<file path="config.mk">
export PLATFORM = sky130hd
export DESIGN_NAME = wb_spix
export DESIGN_NICKNAME = d
export VERILOG_FILES = /design/src/rtl/wb_spix_pkg.sv /design/src/rtl/spix_presc.sv /design/src/rtl/wb_spix.sv
export SDC_FILE = /design/constraint.sdc
export NUM_CORES = 1
export LEC_CHECK = 0
export ABC_AREA = 1
export CAP_MARGIN = 15
export CORE_MARGIN = 4
export CORE_UTILIZATION = 30
export CTS_BUF_LIST = sky130_fd_sc_hd__clkbuf_16
export CTS_CLUSTER_DIAMETER = 150
export DETAILED_ROUTE_END_ITERATION = 10
export SETUP_SLACK_MARGIN = 0.1
export SYNTH_ARGS = -nofsm -noshare
export SYNTH_HDL_FRONTEND = slang
export SYNTH_HIERARCHICAL = 1
export SYNTH_SLANG_ARGS = --single-unit
</file>
<file path="constraint.sdc">
create_clock -name clk_i -period 2.3 [get_ports clk_i]
set_input_delay 0.69 -clock clk_i [delete_from_list [all_inputs] [get_ports clk_i]]
set_output_delay 0.69 -clock clk_i [all_outputs]
set_load 0.005 [all_outputs]
</file>
<file path="src/rtl/wb_spix_pkg.sv">
// Shared definitions for the wb_spix Wishbone SPI master: FSM state codes,
// CTRL field positions, register addresses and small shift helpers.
package wb_spix_pkg;

  localparam logic [1:0] ST_IDLE  = 2'd0;
  localparam logic [1:0] ST_SETUP = 2'd1;
  localparam logic [1:0] ST_XFER  = 2'd2;
  localparam logic [1:0] ST_HOLD  = 2'd3;

  localparam int CTRL_SIZE    = 4;   // two-bit field [5:4], holds byte count minus one
  localparam int CTRL_CPOL    = 6;
  localparam int CTRL_CPHA    = 7;
  localparam int CTRL_LSB     = 8;
  localparam int CTRL_AUTO_CS = 9;
  localparam int CTRL_MAN_CS  = 10;
  localparam int CTRL_IRQ_EN  = 11;
  localparam int CTRL_CS_SEL  = 12;  // three-bit field [14:12]
  localparam int CTRL_BUSY    = 31;

  localparam logic ADR_DATA = 1'b0;
  localparam logic ADR_CTRL = 1'b1;

  // Moves the top byte of an 8*(size+1)-bit word up to bit 31 for MSB-first shifting.
  function automatic logic [31:0] msb_align(input logic [31:0] d, input logic [1:0] size);
    return d << (5'd24 - {size, 3'b000});
  endfunction

  // Returns {outgoing bit, remaining shift register}.
  function automatic logic [32:0] shift_out(input logic [31:0] sr, input logic lsb);
    return lsb ? {sr[0], 1'b0, sr[31:1]} : {sr[31], sr[30:0], 1'b0};
  endfunction

endpackage

</file>
<file path="src/rtl/spix_presc.sv">
// Half-bit prescaler: tick_o pulses every 8*presc_i+1 cycles; load_i restarts the period.
module spix_presc #(
  parameter int PRESC_W = 4
) (
  input  logic               clk_i,
  input  logic               rst_in,
  input  logic               load_i,
  input  logic [PRESC_W-1:0] presc_i,
  output logic               tick_o
);

  logic [PRESC_W+2:0] cnt_q, cnt_d;

  assign tick_o = (cnt_q == '0);
  assign cnt_d  = (load_i || tick_o) ? {presc_i, 3'b000} : cnt_q - (PRESC_W+3)'(1);

  always_ff @(posedge clk_i or negedge rst_in) begin
    if (!rst_in) cnt_q <= '0;
    else         cnt_q <= cnt_d;
  end

endmodule

</file>
<file path="src/rtl/wb_spix.sv">
// Wishbone SPI master: 1..4 byte transfers, CPOL/CPHA, LSB/MSB order, CS_CNT chip selects.
// Optional transfer-done interrupt is built when WB_SPIX_IRQ_EN is defined.
module wb_spix
  import wb_spix_pkg::*;
#(
  parameter int CS_CNT  = 2,
  parameter int PRESC_W = 4
) (
  input  logic              clk_i,
  input  logic              rst_in,
  input  logic              wb_spi_cyc_i,
  input  logic              wb_spi_stb_i,
  input  logic              wb_spi_we_i,
  input  logic              wb_spi_adr_i,
  input  logic [31:0]       wb_spi_dat_i,
  output logic [31:0]       wb_spi_dat_o,
  output logic              wb_spi_ack_o,
  output logic [CS_CNT-1:0] spi_cs_o,
  output logic              spi_sck_o,
  output logic              spi_sdo_o,
  input  logic              spi_sdi_i,
  output logic              irq_o
);

`ifdef WB_SPIX_IRQ_EN
  localparam logic [31:0] IRQ_MASK = 32'h0000_0800;
`else
  localparam logic [31:0] IRQ_MASK = 32'h0000_0000;
`endif
  localparam logic [31:0] CTRL_WMASK = 32'((64'd1 << PRESC_W) - 64'd1) | 32'h0000_77F0 | IRQ_MASK;

  logic [1:0]  state_q, state_d;
  logic [31:0] ctrl_q, ctrl_d, tx_q, tx_d, rx_q, rx_d;
  logic        sdo_q, sdo_d, ph_q, ph_d;
  logic [5:0]  edge_q, edge_d;
  logic        tick, busy, wr_data, wr_ctrl, rd_data;
  logic [31:0] tx_al;

  logic [1:0] size;
  logic [2:0] cs_sel;
  logic       cpol, cpha, lsb, auto_cs, man_cs;

  assign size    = ctrl_q[CTRL_SIZE +: 2];
  assign cs_sel  = ctrl_q[CTRL_CS_SEL +: 3];
  assign cpol    = ctrl_q[CTRL_CPOL];
  assign cpha    = ctrl_q[CTRL_CPHA];
  assign lsb     = ctrl_q[CTRL_LSB];
  assign auto_cs = ctrl_q[CTRL_AUTO_CS];
  assign man_cs  = ctrl_q[CTRL_MAN_CS];

  assign busy = (state_q != ST_IDLE);

  // Only DATA writes stall while busy; an acked DATA write therefore always starts a transfer.
  assign wb_spi_ack_o = wb_spi_cyc_i & wb_spi_stb_i
                      & ~(wb_spi_we_i & (wb_spi_adr_i == ADR_DATA) & busy);
  assign wr_data = wb_spi_ack_o &  wb_spi_we_i & (wb_spi_adr_i == ADR_DATA);
  assign wr_ctrl = wb_spi_ack_o &  wb_spi_we_i & (wb_spi_adr_i == ADR_CTRL) & ~busy;
  assign rd_data = wb_spi_ack_o & ~wb_spi_we_i & (wb_spi_adr_i == ADR_DATA);

  assign wb_spi_dat_o = (wb_spi_adr_i == ADR_CTRL) ? (ctrl_q | {busy, 31'b0}) : rx_q;
  assign tx_al        = lsb ? wb_spi_dat_i : msb_align(wb_spi_dat_i, size);

  spix_presc #(.PRESC_W(PRESC_W)) u_presc (
    .clk_i  (clk_i),
    .rst_in (rst_in),
    .load_i (wr_data),
    .presc_i(ctrl_q[PRESC_W-1:0]),
    .tick_o (tick)
  );

  always_comb begin
    // NOTE: every next-state variable gets a default first so no path can infer a latch.
    state_d = state_q;
    ctrl_d  = ctrl_q;
    tx_d    = tx_q;
    rx_d    = rx_q;
    sdo_d   = sdo_q;
    ph_d    = ph_q;
    edge_d  = edge_q;
    if (wr_ctrl) ctrl_d = wb_spi_dat_i & CTRL_WMASK;
    case (state_q)
      ST_IDLE: if (wr_data) begin
        state_d = ST_SETUP;
        rx_d    = '0;
        ph_d    = 1'b0;
        edge_d  = '0;
        if (cpha) tx_d = tx_al;
        else      {sdo_d, tx_d} = shift_out(tx_al, lsb);
      end
      ST_SETUP: if (tick) state_d = ST_XFER;
      ST_XFER: if (tick) begin
        ph_d   = ~ph_q;
        edge_d = edge_q + 6'd1;
        // edge_q[0]==0 is an odd (1st, 3rd, ...) edge; CPHA picks which parity samples.
        if (edge_q[0] == cpha) begin
          if (lsb) rx_d = (rx_q >> 1) | (32'(spi_sdi_i) << {size, 3'b111});
          else     rx_d = {rx_q[30:0], spi_sdi_i};
        end else begin
          {sdo_d, tx_d} = shift_out(tx_q, lsb);
        end
        if (edge_q == {size, 4'hF}) state_d = ST_HOLD;
      end
      default: if (tick) state_d = ST_IDLE;
    endcase
  end

  always_ff @(posedge clk_i or negedge rst_in) begin
    if (!rst_in) begin
      state_q <= ST_IDLE;
      ctrl_q  <= '0;
      tx_q    <= '0;
      rx_q    <= '0;
      sdo_q   <= 1'b0;
      ph_q    <= 1'b0;
      edge_q  <= '0;
    end else begin
      // NOTE: state updates use <= so every flop sees pre-edge values regardless of order.
      state_q <= state_d;
      ctrl_q  <= ctrl_d;
      tx_q    <= tx_d;
      rx_q    <= rx_d;
      sdo_q   <= sdo_d;
      ph_q    <= ph_d;
      edge_q  <= edge_d;
    end
  end

  assign spi_sck_o = cpol ^ ph_q;
  assign spi_sdo_o = sdo_q;

  always_comb begin
    spi_cs_o = '1;
    if ((auto_cs && busy) || man_cs)
      for (int i = 0; i < CS_CNT; i++)
        if (cs_sel == 3'(i)) spi_cs_o[i] = 1'b0;
  end

`ifdef WB_SPIX_IRQ_EN
  logic irq_q, irq_d;

  // A DATA read in the completion cycle wins; a DATA write cannot coincide with completion.
  always_comb begin
    irq_d = irq_q;
    if (rd_data)                            irq_d = 1'b0;
    else if ((state_q == ST_HOLD) && tick)  irq_d = 1'b1;
    else if (wr_data)                       irq_d = 1'b0;
  end

  always_ff @(posedge clk_i or negedge rst_in) begin
    if (!rst_in) irq_q <= 1'b0;
    else         irq_q <= irq_d;
  end

  assign irq_o = irq_q & ctrl_q[CTRL_IRQ_EN];
`else
  assign irq_o = 1'b0;
`endif

endmodule

</file>
==> results.toml <==
[run_status]
outcome = "finished clean"

[yosys]
ys_seq_elements = 95
yosys.cell_count.top_type = "nand2_1"
ys_seq_area_frac = 0.3587
yosysTopAreaCellShare = 0.3587
synthesis.nets = 1047
synthDistinctLibCells = 43
yosys-top-cells-count = "nand2_1 (426), dfrtp_1 (95), nand3_1 (90)"
ys.flop_type = "dfrtp_1"
synth.avg_cell_area_sq_um = 6.621
synth_warnings = 6
syn_inst = 1001
async_flop_share = 1.000
synthTopCellsByArea = "dfrtp_1 (36%), nand2_1 (24%), nand3_1 (6.8%)"
synth_edf_count = 0
synth_area_leader_cell = "dfrtp_1"
netlist_area_sq_um = 6628

[global_route]
gr-total-overflow = 0
antenna_found_initial = 0
grt_use_total = 0.1677
grtUsageMet3 = 0.02848
grt.busiest_layer = "met2"
grt_max_degree = 41
use_met2 = 0.2619
grt_pass1_wl_um = 33420
grt_pass1_vias = 6326
grt_use_met1 = 0.2445

[cells_and_area]
drive_gt1_frac = 0.09453
stdcell_count = 1359
post-route-util = 0.3731
fillCellCount = 2363
syn2layout_area_growth_pct = 22.47
antenna_cells = 0
nets = 1120

[setup_path]
critPathLaunchType = "input port"
cp_slowest_stage_delay_ns = 0.26
cp-end-kind = "output pin"
crit_type = "input port to output pin"
crit_buf_inv = 3
worstPathCellList = "buf_4 -> buf_12 -> o21ai_0 -> dlygate4sd2_1"
critPathRequiredTime_ns = 1.61
critPathMaxFanout = 23
path_delay_family = "buffers and inverters"
critical_path_arrival_ns = 1.45
cp_slowest_cell = "dlygate4sd2_1"

[route]
viasPerCell = 4.957
vias = 6737
dr.pass1.iters = 5
dr.first_iter.drc_count = 606
drc = 0
post_drt_wl_per_cell_um = 15.11
drt-total-wl_um = 20530
ant_nets = 0

[cts]
clock_latency_ns = 0.36
clock-sinks = 95
htreeDepth = 3
cts_tree = "yes"
cts.path.max_buffers = 2
clockRootBuffer = "clkbuf_16"
clk_pin_slew_ns = 0.07
numCtsBuffers = 9

[sta]
finalCritPeriodShare = 0.9306
whs_ns = 0.1579
hold_violations = 0
finalSetupViolations = 0
drv_slew = 0
min_period_ns = 2.140
maxSlewHeadroom = 0.4413
rsz0062_at_grt = "false"
fin_tns_setup_ns = 0
tightest_slew_ns = 0.8349
clock.fmax_mhz = 467.2
skew_ns = 0.01229

[power]
irDropWorstVdd_mv = 0.5444
switching_share = 0.4826
switchingPower_w = 0.004631
power_frac_comb = 0.554
p_int_w = 0.004965
leakage_nw = 4.177
p_seq_frac = 0.279
cellPowerDensity_nw_per_um2 = 1182
clockPowerShare = 0.167
power_w = 0.009596

[floorplan]
chipWidth_um = 156.6
core-area_sq_um = 21760
ios = 77
core.rowCount = 54
start_util = 0.3046
chipHeight_um = 156.6
die_area_sq_um = 24530

[placed_design]
port_buffers = 75
place_congestion = 0.9506
placedCellCount = 1338
hpwl_um = 15130

[hold_path]
hold_class = "input port to asynchronous set/reset pin"

[job]
drv_cap = 0
==> cell type report <==
type / count / area (sq um) / area share
clock buffers: 9 / 225.2 / 0.02775
clock inverters: 7 / 88.84 / 0.01094
inverters: 88 / 340.3 / 0.04193
multi-input cells: 757 / 3612 / 0.4450
flip-flops and latches: 95 / 2379 / 0.2930
well taps: 280 / 350.3 / 0.04316
repair buffers: 123 / 1121 / 0.1381
==> metrics by stage <==
| step | cell area (sq um) | setup WS (ns) |
|---|---|---|
| final | 8117 | 0.1596 |
| after detailed placement | 7781 | -0.5270 |
| after CTS | 8102 | 0.05973 |
| after global placement | 7781 | -0.4862 |
| after global routing | 8117 | 0.1108 |
| after floorplan | 6628 | 0.3461 |
==> per-layer routing <==
layer / vias to the layer above / share of wire
met4: 0 / 0.011
met5: - / 0
li1: 3385 / -
met2: 193 / 0.46
met1: 3142 / 0.47
met3: 17 / 0.068
==> final timing paths <==
kind,from,end,slack [ns],depth (start not counted)
worst max-delay path,wb_spi_adr_i,wb_spi_dat_o[13],0.16,4
max in group asynchronous,rst_in,rx_q[9],1.59,2
worst max register to register,state_q[0],rx_q[11],0.24,11
min in group clk_i,u_presc/cnt_q[0],u_presc/cnt_q[0],0.42,1
worst min-delay path,rst_in,tx_q[24],0.16,1
worst min register to register,u_presc/cnt_q[0],u_presc/cnt_q[0],0.42,1
==> sequential cells by signal (all words and copies together), names as in the netlist <==
name           flops
state_q            2
ctrl_q            14
u_presc/cnt_q      7
edge_q             6
ph_q               1
spi_sdo_o          1
rx_q              32
tx_q              32
==> placed cells by master, fill, tap and decap left out, types with 2 or more instances in the layout <==
cell type and n:
nand2_2 3, o21ai_1 7, o21ai_0 41, buf_2 3
o21ai_4 2, nor2_2 4, dlymetal6s2s_1 2, o31ai_1 4
xnor2_1 3, inv_4 4, o22ai_1 26, buf_4 45
dlygate4sd2_1 32, o21bai_1 2, xor2_1 3, buf_12 4
nor2_4 4, nor3_1 2, nor2_1 29, nand3b_1 3
clkdlybuf4s50_1 35, o211ai_1 6, ha_1 6, dfrtp_1 94
a21oi_1 45, nand3_1 90, a22oi_1 32, nand4_1 6
nand2_1 426, inv_2 6, clkbuf_16 9, inv_6 3
inv_1 77
==> repair_timing <==
action | CTS | global route
setup buffers | 3 | 0
endpoints found under the setup margin | 36 | 28
gates cloned | 1 | 1
hold buffers | 0 | 0
resized for setup | 63 | 6
pin swaps | 3 | 2
==> power by group through the flow <==
| stage | combinational (W) | sequential (W) | clock (W) |
|---|---|---|---|
| 3_5_place_dp | 0.00525 | 0.00270 | 0 |
| 3_3_place_gp | 0.00520 | 0.00271 | 0 |
| 6_report | 0.00531 | 0.00268 | 0.00160 |
| 2_1_floorplan | 0.00392 | 0.00248 | 0 |
| 4_1_cts | 0.00527 | 0.00267 | 0.00165 |
| 5_1_grt | 0.00602 | 0.00275 | 0.00172 |
==> cells by family after synthesis <==
| kind of cell | after synthesis | share of synthesized area |
|---|---|---|
| AOI/OAI and AO/OA | 169 | 0.1558 |
| xor gates and xnor gates | 7 | 0.01208 |
| adders and majority gates | 7 | 0.01321 |
| buffers and inverters | 150 | 0.09987 |
| DFF | 95 | 0.3587 |
| muxes | 1 | 0.001510 |
| other | 1 | 0.0005658 |
| and+or+nand+nor | 571 | 0.3583 |
No activity file was read; power rests on OpenSTA's default activity.
==> edit 1, RTL diff (same settings) <==
Set the parameter `CS_CNT` to 1 (it was 2).
--- a/src/rtl/wb_spix.sv
+++ b/src/rtl/wb_spix.sv
@@ -4,5 +4,5 @@
   import wb_spix_pkg::*;
 #(
-  parameter int CS_CNT  = 2,
+  parameter int CS_CNT  = 1,
   parameter int PRESC_W = 4
 ) (
Ports: changed (resized spi_cs_o); port bits go from 77 to 76. No check against the original RTL was run, so the function may have changed too.
==> edit 1 against the original RTL <==
Register-to-register slack better by 0.06 ns. Power is 3.6% higher. Worst setup slack worse by 0.16 ns. The run now ends with setup timing left. Wire length hardly changed. Final area is 0.97% lower. Combinational power is 8.7% higher. Sequential cell count stayed put. Area after synthesis is 3.2% lower.
==> edit 1: results (changes against the original RTL) <==
.. list-table::
   :header-rows: 1

   * - Metric
     - Value
   * - Top post-synthesis cells by area
     - sky130_fd_sc_hd__dfrtp_1 (37%), sky130_fd_sc_hd__nand2_1 (22%), sky130_fd_sc_hd__nand3_1 (7.2%), sky130_fd_sc_hd__inv_1 (5.1%), sky130_fd_sc_hd__o21ai_0 (4.8%) (was sky130_fd_sc_hd__dfrtp_1 (36%), sky130_fd_sc_hd__nand2_1 (24%), sky130_fd_sc_hd__nand3_1 (6.8%), sky130_fd_sc_hd__inv_1 (4.5%), sky130_fd_sc_hd__a22oi_1 (3.6%))
   * - Violations in the final reports
     - setup timing
   * - Capture point of the critical path
     - spi_cs_o (was wb_spi_dat_o[13])
   * - First-iteration detailed-routing DRC count
     - 593 (was 606)
   * - Number of unique standard cell types used by synthesis
     - 40 (was 43)
   * - Fin worst setup slack
     - -0.000414 ns (was 0.160 ns)
   * - Port Buffer Count
     - 74 (was 75)
   * - GR Util All Layers
     - 0.172 (was 0.168)
   * - Length of routed wiring on met1
     - 9.32 mm (was 9.55 mm)
   * - Total of endpoints with negative setup slack in the final report
     - 1 (was 0)
   * - Synth top cells by count
     - sky130_fd_sc_hd__nand2_1 (369), sky130_fd_sc_hd__dfrtp_1 (95), sky130_fd_sc_hd__nand3_1 (92) (was sky130_fd_sc_hd__nand2_1 (426), sky130_fd_sc_hd__dfrtp_1 (95), sky130_fd_sc_hd__nand3_1 (90))
   * - Met2 wire len
     - 9.72 mm (was 9.36 mm)
   * - Wire length of the first global-routing pass
     - 33.0 mm (was 33.4 mm)
   * - Pre-CTS setup slack
     - -0.513 ns (was -0.527 ns)
   * - Setup slack of the worst register-to-register path
     - 0.30 ns (was 0.24 ns)
   * - Status
     - finished, violations left (was finished, final reports clean)
   * - Detailed route wirelength on metal3
     - 1.12 mm (was 1.40 mm)
   * - Number of antenna violations at the first check in global routing
     - 1 (was 0)
   * - Number of filler cells placed in the layout
     - 2205 (was 2363)
   * - Worst VDD drop
     - 0.000446 V (was 0.000544 V)
   * - Register area share after synthesis
     - 0.371 (was 0.359)
   * - Per-cell routed wire length
     - 15.4 um (was 15.1 um)
   * - DR vias
     - 6674 (was 6737)
   * - Clock Skews
     - 0.00810 ns (was 0.0123 ns)
   * - Syn Inst Count
     - 967 (was 1001)
[edit 1: power breakdown]
| part | total (mW) | leakage, nW | internal (mW) | switching, mW |
|---|---|---|---|---|
| logic | 5.77 | 2.61 | 2.17 | 3.61 |
| registers | 2.67 | 1.25 | 2.19 | 0.474 |
| clock network | 1.51 | 0.139 | 0.758 | 0.748 |
| total | 9.94 | 4.00 | 5.11 | 4.83 |
[edit 1: final cells by class]
| type | count | share of cell area |
|---|---|---|
| diodes | 1 | 0.000311 |
| clock buffers | 9 | 0.0280 |
| clock inverters | 7 | 0.00809 |
| inverters | 92 | 0.0433 |
| multi-input cells | 720 | 0.425 |
| flip-flops and latches | 95 | 0.296 |
| well taps | 275 | 0.0428 |
| repair buffers | 139 | 0.156 |
[edit 1: worst min path at each step]
stage | startpoint | end
global route | rst_in | ctrl_q[9]$_DFFE_PN0P_
global placement | u_presc/cnt_q[0]$_DFF_PN0_ | u_presc/cnt_q[0]$_DFF_PN0_
floorplan | rst_in | ctrl_q[0]$_DFFE_PN0P_
finish | rst_in | ctrl_q[9]$_DFFE_PN0P_
CTS | rst_in | ctrl_q[2]$_DFFE_PN0P_
detailed placement | u_presc/cnt_q[0]$_DFF_PN0_ | u_presc/cnt_q[0]$_DFF_PN0_
[edit 1: metrics by stage]
| stage | hold slack [ns] | util | instance area [sq um] |
|---|---|---|---|
| 2_1_floorplan | 0.394 | - | 6410 |
| 3_3_place_gp | 0.415 | 0.367 | 7700 |
| 3_5_place_dp | 0.418 | 0.367 | 7700 |
| 4_1_cts | 0.257 | 0.382 | 8030 |
| 5_1_grt | 0.267 | 0.382 | 8040 |
| 6_report | 0.242 | 0.382 | 8040 |
[edit 1: cell families after synthesis]
logic type,after synthesis,synth area share
buffers and inverters,152,0.0997
adders and majority gates,7,0.0137
and+or+nand+nor,515,0.333
muxes,1,0.00156
other,1,0.000585
DFF,95,0.371
AOI/OAI and AO/OA,191,0.173
xor gates and xnor gates,5,0.00800
[edit 1: worst max-delay path: stages, from the launching register on]
cell                      delay, ns
sky130_fd_sc_hd__dfrtp_1       0.37
sky130_fd_sc_hd__inv_2         0.06
sky130_fd_sc_hd__ha_4          0.16
sky130_fd_sc_hd__inv_4         0.08
sky130_fd_sc_hd__a21oi_2       0.05
sky130_fd_sc_hd__or4_1         0.39
sky130_fd_sc_hd__buf_2         0.15
[edit 1: layer usage]
layer,vias to the layer above,track usage
li1,3332,-
met5,-,0
met4,0,0.0467
met2,218,0.274
met1,3097,0.243
met3,27,0.0249
[edit 1: what timing repair did]
item,in CTS,in global routing
setup buffers,1,2
gates cloned,2,0
pin swaps,1,2
endpoints found under the setup margin,35,12
resized for setup,70,10
hold buffers,0,0
==> edit 2, RTL diff (same settings) <==
Without the edit above. `tx_q` no longer has a reset.
--- a/src/rtl/wb_spix.sv
+++ b/src/rtl/wb_spix.sv
@@ -109,5 +109,4 @@
       state_q <= ST_IDLE;
       ctrl_q  <= '0;
-      tx_q    <= '0;
       rx_q    <= '0;
       sdo_q   <= 1'b0;
@@ -118,5 +117,4 @@
       state_q <= state_d;
       ctrl_q  <= ctrl_d;
-      tx_q    <= tx_d;
       rx_q    <= rx_d;
       sdo_q   <= sdo_d;
@@ -124,4 +122,8 @@
       edge_q  <= edge_d;
     end
+  end
+
+  always_ff @(posedge clk_i) begin
+    tx_q <= tx_d;
   end
 
Function: same outputs for any inputs over 4 cycles, from zero or initial values and one cycle with rst_in low; that may be too few to reach the edited logic, so the function may still have changed.
==> edit 2 against the original RTL <==
Worst setup slack worse by 0.0033 ns. Utilization up 0.94 points. Combinational power up 4.1%. Critical path depth unchanged. Global-route usage down 0.72 points. Final area down 3.1%. Power up 7.1%. Wire length down 7.7%. Area after synthesis down 4.1%. Count of clock-buffer cells in the layout unchanged. Sequential cell count unchanged. Critical path type unchanged. Largest power group unchanged.
==> edit 2: results (changes against the original RTL) <==
.. list-table::
   :header-rows: 1

   * - Metric
     - Value
   * - Status
     - finished, final reports clean (unchanged)
   * - Top post-synthesis cells by area
     - sky130_fd_sc_hd__dfrtp_1 (25%), sky130_fd_sc_hd__edfxtp_1 (15%), sky130_fd_sc_hd__nand2_1 (15%), sky130_fd_sc_hd__o21ai_0 (6.2%), sky130_fd_sc_hd__nand3_1 (5.4%) (was sky130_fd_sc_hd__dfrtp_1 (36%), sky130_fd_sc_hd__nand2_1 (24%), sky130_fd_sc_hd__nand3_1 (6.8%), sky130_fd_sc_hd__inv_1 (4.5%), sky130_fd_sc_hd__a22oi_1 (3.6%))
   * - Final Non-Filler Cells
     - 1203 (was 1359)
   * - Post-layout net count
     - 974 (was 1120)
   * - Clock Skews
     - 0.0101 ns (was 0.0123 ns)
   * - Worst VDD drop
     - 0.000547 V (was 0.000544 V)
   * - Count of yosys warnings during synthesis
     - 6 (unchanged)
   * - Fraction of final layout cells sized beyond drive strength 1
     - 0.138 (was 0.0945)
   * - Leakage
     - 3.55 nW (was 4.18 nW)
   * - Register area share after synthesis
     - 0.399 (was 0.359)
   * - Number of global-route vias before repair
     - 5745 (was 6326)
   * - First-iteration detailed-routing DRC count
     - 588 (was 606)
   * - Number of enable flip-flop cells after synthesis
     - 32 (was 0)
   * - Delay contributed by the slowest stage of the critical path
     - 0.24 ns (was 0.26 ns)
   * - Largest net degree at the start of global routing
     - 64 (was 41)
   * - Post-synth ARST share
     - 0.663 (was 1.00)
   * - Final WL
     - 19.0 mm (was 20.5 mm)
   * - GR Util All Layers
     - 0.160 (was 0.168)
   * - DR vias/cell
     - 5.02 (was 4.96)
   * - Synth top cells by count
     - sky130_fd_sc_hd__nand2_1 (251), sky130_fd_sc_hd__o21ai_0 (79), sky130_fd_sc_hd__inv_1 (75) (was sky130_fd_sc_hd__nand2_1 (426), sky130_fd_sc_hd__dfrtp_1 (95), sky130_fd_sc_hd__nand3_1 (90))
   * - Syn Inst Count
     - 858 (was 1001)
   * - Wire length of the first global-routing pass
     - 30.9 mm (was 33.4 mm)
   * - Latest clock arrival within the worst-skew pair
     - 0.36 ns (about the same)
   * - Dpl cell area
     - 7530 sq um (was 7780 sq um)
   * - Number of buffers inserted during clock tree synthesis
     - 9 (unchanged)
   * - Crit-path slowest cell
     - sky130_fd_sc_hd__clkdlybuf4s15_2 (was sky130_fd_sc_hd__dlygate4sd2_1)
   * - Number of filler cells placed in the layout
     - 2153 (was 2363)
   * - Gp weighted congestion
     - 0.928 (was 0.951)
   * - Pre-CTS setup slack
     - -0.520 ns (was -0.527 ns)
   * - Number of unique standard cell types used by synthesis
     - 38 (was 43)
   * - Net count of the mapped netlist
     - 904 (was 1047)
   * - NetSw
     - 4.70 mW (was 4.63 mW)
edit 2: area by class of cell:
class                           instances  area [sq um]  area share
Clock buffer                            9           225      0.0286
Clock inverter                          7           100      0.0127
Inverter                               80           304      0.0387
Multi-Input combinational cell        626          3200       0.407
Sequential cell                        95          2540       0.323
Tap cell                              270           338      0.0430
Timing Repair Buffer                  116          1160       0.147
edit 2: path summary, 6_finish.rpt:
path | from | end | slack (ns) | cells past startpoint
min in group clk_i | u_presc/cnt_q[0]$_DFF_PN0_ | u_presc/cnt_q[0]$_DFF_PN0_ | 0.43 | 1
setup / recovery | wb_spi_adr_i | wb_spi_dat_o[14] | 0.16 | 4
hold reg to reg | u_presc/cnt_q[0]$_DFF_PN0_ | u_presc/cnt_q[0]$_DFF_PN0_ | 0.43 | 1
hold / removal | rst_in | rx_q[19]$_DFFE_PN0P_ | 0.33 | 2
setup reg to reg | u_presc/cnt_q[0]$_DFF_PN0_ | tx_q[29]$_DFFE_PP_ | 0.30 | 9
max in group asynchronous | rst_in | ctrl_q[1]$_DFFE_PN0P_ | 1.67 | 2
edit 2: power by group through the flow:
stage / Combinational (mW) / Clock (mW) / Sequential (mW)
after floorplan: 3.96 / 0 / 2.94
after global placement: 5.46 / 0 / 3.15
after detailed placement: 5.51 / 0 / 3.15
after CTS: 5.51 / 1.68 / 3.12
after global routing: 6.26 / 1.74 / 3.19
final: 5.53 / 1.63 / 3.12
edit 2: kinds of logic (layout without fill, tap and decap cells):
group,after synthesis,after routing,synth area share
XOR/XNOR,7,7,0.00965
buffers and inverters,137,212,0.0996
adder cells (fa/ha/maj),7,7,0.0138
multiplexers,2,2,0.00315
AO/OA/AOI/OAI,221,221,0.216
flip-flops,95,95,0.399
other,1,1,0.000590
AND/OR/NAND/NOR,388,388,0.258
edit 2: what timing repair did:
action,in CTS,in global routing
gates resized for setup,71,4
pin swaps,2,2
setup buffers,1,0
gates cloned,1,0
setup endpoints to repair,36,36
edit 2: metal layers:
metal,up-vias,track usage,wire length (um)
met5,-,0,0
met4,0,0.0643,550
met3,34,0.0171,973
met2,161,0.258,8840
met1,2812,0.222,8600
li1,3028,-,-
edit 2: critical path: cells and delay by family:
kind / cells / cell delay [ns]
AO/OA/AOI/OAI: 1 / 0.20
buffers and inverters: 3 / 0.55
